==> config.mk <==
export PLATFORM = sky130hd
export DESIGN_NAME = serial_add_sub
export DESIGN_NICKNAME = d
export VERILOG_FILES = /design/src/rtl/serial_add_sub.sv
export SDC_FILE = /design/constraint.sdc
export NUM_CORES = 1
export LEC_CHECK = 0
export BUFFER_PORTS_ARGS = -buffer_cell sky130_fd_sc_hd__buf_2
export CORE_UTILIZATION = 55
export CTS_CLUSTER_DIAMETER = 60
export DETAILED_ROUTE_END_ITERATION = 6
export PLACE_DENSITY = 0.8
export SLEW_MARGIN = 40
export SYNTH_ARGS = -nofsm -noshare
export SYNTH_HDL_FRONTEND = slang
export SYNTH_SLANG_ARGS = --single-unit
export TNS_END_PERCENT = 1
==> constraint.sdc <==
create_clock -name clk -period 5.1 [get_ports clk]
set_clock_uncertainty 0.15 [all_clocks]
set_input_delay 1.02 -clock clk [delete_from_list [all_inputs] [get_ports clk]]
set_output_delay 1.02 -clock clk [all_outputs]
set_load 0.02 [all_outputs]
==> src/rtl/serial_add_sub.sv <==
// Digit-serial two's-complement adder/subtractor.
// Each operation takes WIDTH/DIGIT RUN cycles, handling DIGIT bits per cycle
// from the LSB digit upward. A registered carry links consecutive digits.
// Operands are shifted right one digit per cycle. The result is shifted in
// from the top, so after the last digit it sits fully aligned.

// Single DIGIT-bit ripple-carry slice.
// Also exposes the carry into its top bit, which is used for signed overflow.
module serial_add_sub_slice #(
  parameter int DIGIT = 2
) (
  input  logic [DIGIT-1:0] a,
  input  logic [DIGIT-1:0] b,
  input  logic             cin,
  output logic [DIGIT-1:0] sum,
  output logic             c_msb,
  output logic             cout
);
  logic [DIGIT:0] c;

  assign c[0] = cin;

  for (genvar i = 0; i < DIGIT; i++) begin : g_fa
    assign sum[i]  = a[i] ^ b[i] ^ c[i];
    assign c[i+1]  = (a[i] & b[i]) | (c[i] & (a[i] ^ b[i]));
  end

  assign c_msb = c[DIGIT-1];
  assign cout  = c[DIGIT];
endmodule

module serial_add_sub #(
  parameter int WIDTH = 8,
  parameter int DIGIT = 2
) (
  input  logic             clk,
  input  logic             rst,
  input  logic             in_valid,
  output logic             in_ready,
  input  logic [WIDTH-1:0] a,
  input  logic [WIDTH-1:0] b,
  input  logic             sub,
  output logic             out_valid,
  input  logic             out_ready,
  output logic [WIDTH-1:0] result,
  output logic             carry_out,
  output logic             overflow,
  output logic             busy
);
  localparam int NCYC = WIDTH / DIGIT;
  localparam int KW   = (NCYC > 1) ? $clog2(NCYC) : 1;

  if ((DIGIT < 1) || (DIGIT > WIDTH) || ((WIDTH % DIGIT) != 0)) begin : g_bad_param
    $error("serial_add_sub: WIDTH must be a positive multiple of DIGIT");
  end

  typedef enum logic [1:0] {
    IDLE = 2'd0,
    RUN  = 2'd1,
    DONE = 2'd2
  } state_t;

  state_t           state_q, state_d;
  logic [WIDTH-1:0] a_q, a_d;
  logic [WIDTH-1:0] b_q, b_d;
  logic             cy_q, cy_d;
  logic [KW-1:0]    k_q, k_d;
  logic [WIDTH-1:0] result_q, result_d;
  logic             carry_out_q, carry_out_d;
  logic             overflow_q, overflow_d;
  logic             in_ready_q, in_ready_d;
  logic             out_valid_q, out_valid_d;
  logic             busy_q, busy_d;

  logic [DIGIT-1:0] dig_sum;
  logic             dig_c_msb;
  logic             dig_cout;
  logic             last_dig;

  // The current digit is always the low DIGIT bits of the shifting operands.
  serial_add_sub_slice #(.DIGIT(DIGIT)) u_slice (
    .a     (a_q[DIGIT-1:0]),
    .b     (b_q[DIGIT-1:0]),
    .cin   (cy_q),
    .sum   (dig_sum),
    .c_msb (dig_c_msb),
    .cout  (dig_cout)
  );

  assign last_dig = (k_q == KW'(NCYC - 1));

  // Next-state and datapath update for the IDLE -> RUN -> DONE sequence.
  always_comb begin
    state_d     = state_q;
    a_d         = a_q;
    b_d         = b_q;
    cy_d        = cy_q;
    k_d         = k_q;
    result_d    = result_q;
    carry_out_d = carry_out_q;
    overflow_d  = overflow_q;
    in_ready_d  = in_ready_q;
    out_valid_d = out_valid_q;
    busy_d      = busy_q;
    case (state_q)
      IDLE: begin
        if (in_valid) begin
          // Subtraction becomes A + ~B + 1: invert B now, seed the carry with sub.
          a_d        = a;
          b_d        = b ^ {WIDTH{sub}};
          cy_d       = sub;
          k_d        = '0;
          state_d    = RUN;
          in_ready_d = 1'b0;
          busy_d     = 1'b1;
        end
      end
      RUN: begin
        a_d      = a_q >> DIGIT;
        b_d      = b_q >> DIGIT;
        cy_d     = dig_cout;
        result_d = (result_q >> DIGIT) | (WIDTH'(dig_sum) << (WIDTH - DIGIT));
        k_d      = k_q + 1'b1;
        if (last_dig) begin
          carry_out_d = dig_cout;
          overflow_d  = dig_c_msb ^ dig_cout;
          state_d     = DONE;
          out_valid_d = 1'b1;
        end
      end
      DONE: begin
        // Outputs hold here for as long as the consumer stalls.
        if (out_ready) begin
          state_d     = IDLE;
          out_valid_d = 1'b0;
          busy_d      = 1'b0;
          in_ready_d  = 1'b1;
        end
      end
      default: begin
        state_d     = IDLE;
        out_valid_d = 1'b0;
        busy_d      = 1'b0;
        in_ready_d  = 1'b1;
      end
    endcase
  end

  // State registers. Reset drops any operation in flight.
  always_ff @(posedge clk) begin
    if (rst) begin
      state_q     <= IDLE;
      a_q         <= '0;
      b_q         <= '0;
      cy_q        <= 1'b0;
      k_q         <= '0;
      result_q    <= '0;
      carry_out_q <= 1'b0;
      overflow_q  <= 1'b0;
      in_ready_q  <= 1'b1;
      out_valid_q <= 1'b0;
      busy_q      <= 1'b0;
    end else begin
      state_q     <= state_d;
      a_q         <= a_d;
      b_q         <= b_d;
      cy_q        <= cy_d;
      k_q         <= k_d;
      result_q    <= result_d;
      carry_out_q <= carry_out_d;
      overflow_q  <= overflow_d;
      in_ready_q  <= in_ready_d;
      out_valid_q <= out_valid_d;
      busy_q      <= busy_d;
    end
  end

  assign in_ready  = in_ready_q;
  assign out_valid = out_valid_q;
  assign busy      = busy_q;
  assign result    = result_q;
  assign carry_out = carry_out_q;
  assign overflow  = overflow_q;
endmodule

==> results.sh <==
export IMPL_path_max_fanout=3
export IMPL_htreeDepth=2
export IMPL_intPower_mw=0.419
export IMPL_synth_edff_count=0
export IMPL_cp_arrival_ns=0.89
export IMPL_startpoint_type="register"
export IMPL_core_area_sq_um=2760
export IMPL_die_h_um=55.8
export IMPL_die_w_um=55.8
export IMPL_fp_row_count=19
export IMPL_max_freq_mhz=487
export IMPL_met2_length_um=1630
export IMPL_pwr_share_seq_pct=51.6
export IMPL_wl_per_cell_um=13.6
export IMPL_grt_pass1_wl_um=5640
export IMPL_postCtsResizedCells=0
export IMPL_wl_met1_um=1390
export IMPL_crit_slowest_cell="dfxtp_1"
export IMPL_grt_max_degree=37
export IMPL_antenna_found_initial=0
export IMPL_post_cts_buffers=0
export IMPL_highest_signal_layer="met4"
export IMPL_path_buf_inv=1
export IMPL_rsz0062_at_grt="false"
export IMPL_drt_iter0_markers=62
export IMPL_dieArea_sq_um=3120
export IMPL_ys_async_sr_fraction_pct=0
export IMPL_grt_overflow=0
export IMPL_cts_root_buf="clkbuf_4"
export IMPL_vias_per_cell=5.71
export IMPL_drtPass1Iterations=4
export IMPL_setup_viol=0
export IMPL_crit_path_max_incr_delay_ns=0.38
export IMPL_vias=1348
export IMPL_cts_tree="done"
export IMPL_clock_power_share_pct=33.5
export IMPL_pre_cts_ws_ns=2.74
export IMPL_ys_warn_count=0
export IMPL_drtAntennaViolNets=0
export IMPL_synth_area_per_cell_sq_um=9.01
export IMPL_share_comb_of_total_power_pct=14.9
export IMPL_switching_share_pct=26.2
export IMPL_finalNetCount=228
export IMPL_critPathKind="register to output pin"
export IMPL_fill_cells=245
export IMPL_outcome="completed"
export IMPL_timing_max_cap_violations=0
export IMPL_synth_ff_type="dfxtp_1"
export IMPL_yosysUniqueCellTypes=40
export IMPL_utilization_pct=65.8
export IMPL_worst_pin_slew_ns=0.745
export IMPL_peakVddDrop_v=0.000297
export IMPL_pin_count=34
export IMPL_hold_viol=0
export IMPL_cts_hold_buf=0
export IMPL_port_buffers=33
export IMPL_setup_tns_ns=0
export IMPL_cts_sinks=34
export IMPL_cts_buffers=5
export IMPL_crit_family="flip-flops"
export IMPL_initial_core_util_pct=57.8
export IMPL_period_needed_ns=2.06
export IMPL_clockBufferDepth=2
export IMPL_drive_gt1_share_pct=26.3
export IMPL_final_area_sq_um=1810
export IMPL_worstPathRequired_ns=3.93
export IMPL_place_hpwl_um=2290
export IMPL_hold_path_class="register to register"
export IMPL_worst_slack_ns=3.04
export IMPL_area_growth_pct=13.8
export IMPL_wl_um=3210
export IMPL_synth_cells=177
export IMPL_ys_seq_elements=34
export IMPL_grt_pass1_vias=1271
export IMPL_relSlewSlack_pct=50.3
export IMPL_cp_end_kind="output pin"
export IMPL_power_per_cell_area_nw_per_um2=313
export IMPL_cts_clk_slew_worst_paths_ns=0.10
export IMPL_drc=0
export IMPL_post_dp_cell_area_sq_um=1740
export IMPL_diodes=0
export IMPL_synth_seq_area_share_pct=42.7
export IMPL_grt_usage_pct=23.1
export IMPL_insertion_delay_ns=0.33
export IMPL_gp_congestion=0.768
export IMPL_syn_nets=201
export IMPL_crit_chain="buf_2"
export IMPL_switchingPower_mw=0.149
export IMPL_dr_wl_met3_um=152
export IMPL_p_leak_nw=0.733
export IMPL_finalMaxSlewViolations=0
export IMPL_synth_area_sq_um=1590
export IMPL_holdWs_ns=0.310
export IMPL_min_period_over_period_pct=40.3
==> through the flow <==
stage	power, mW	std cells
2_1_floorplan	0.361	177
3_3_place_gp	0.379	228
3_5_place_dp	0.384	228
4_1_cts	0.575	236
5_1_grt	0.599	236
6_report	0.568	236
==> tightest hold or removal path: cells and delay by family, from the launching register on <==
| family | cells | cell delay (ns) |
|---|---|---|
| DFF | 1 | 0.32 |
| and+or+nand+nor | 1 | 0.05 |
| AOI/OAI and AO/OA | 1 | 0.05 |
==> cells by family after synthesis <==
family,Yosys count,share of synthesized area (%)
AOI/OAI and AO/OA,59,27.9
and+or+nand+nor,47,13.5
DFF,34,42.7
buffers and inverters,23,6.44
xor gates and xnor gates,9,4.95
adders and majority gates,3,3.30
muxes,2,1.26
==> registers in the layout, summed over array words and instances, names as in the netlist, 2 cells and up <==
register and cells:
a_q 8, b_q 8, result 8, state_q 2, k_q 2
==> power by group through the flow <==
stage,clock [mW],sequential (mW),combinational [mW]
final,0.190,0.293,0.0844
after global placement,0,0.298,0.0810
after detailed placement,0,0.299,0.0847
after CTS,0.196,0.293,0.0851
after global routing,0.208,0.295,0.0950
after floorplan,0,0.300,0.0607
==> final cells by class <==
class / instances / area (sq um) / share of cell area [%]
Multi-Input combinational cell: 120 / 811 / 44.7
Sequential cell: 34 / 681 / 37.5
Timing Repair Buffer: 34 / 173 / 9.52
Clock inverter: 3 / 40.0 / 2.21
Tap cell: 31 / 38.8 / 2.14
Clock buffer: 5 / 37.5 / 2.07
Inverter: 9 / 33.8 / 1.86
==> metal layers <==
| metal | track usage [%] | vias up |
|---|---|---|
| li1 | - | 677 |
| met5 | 0 | - |
| met2 | 38.7 | 39 |
| met4 | 8.71 | 0 |
| met1 | 28.3 | 626 |
| met3 | 6.28 | 6 |
==> cell usage after synthesis (all sizes together) (3+ instances only) <==
master | count | area (sq um)
a221oi | 3 | 26.3
o22ai | 9 | 93.8
nor2 | 15 | 56.3
nand2b | 3 | 18.8
o21ai | 6 | 30.0
dfxtp | 34 | 681
nand2 | 19 | 71.3
a21oi | 18 | 90.1
o221a | 3 | 33.8
xnor2 | 7 | 61.3
nor2b | 4 | 25.0
a22oi | 8 | 60.1
inv | 9 | 33.8
buf | 12 | 61.3
==> cells in the final DEF, fill, tap and decap left out, types with 2 or more instances in the layout <==
master	Yosys	routed
dfxtp_1	34	34
buf_2	10	33
nand2_1	19	19
a21oi_1	18	18
nor2_1	15	15
a22oi_1	8	8
inv_1	7	7
xnor2_1	7	7
o22ai_2	6	6
clkbuf_4	0	5
nor2b_1	4	4
o21ai_0	4	4
nand2b_1	3	3
o22ai_1	3	3
a221oi_1	3	3
inv_2	2	2
o221a_1	2	2
a21o_1	2	2
xor2_1	2	2
o21ai_1	2	2
a211oi_1	2	2
a311oi_1	2	2
mux2i_1	2	2
fa_1	2	2
clkinv_2	0	2
==> worst paths after layout <==
check,startpoint,to,slack (ns),cells past startpoint
setup / recovery,result[7],result[7],3.04,1
hold / removal,result[1],result[1],0.31,2
setup reg to reg,a_q[0],overflow,3.06,5
hold reg to reg,result[1],result[1],0.31,2
Note: power is estimated with default switching activity, not from simulation.
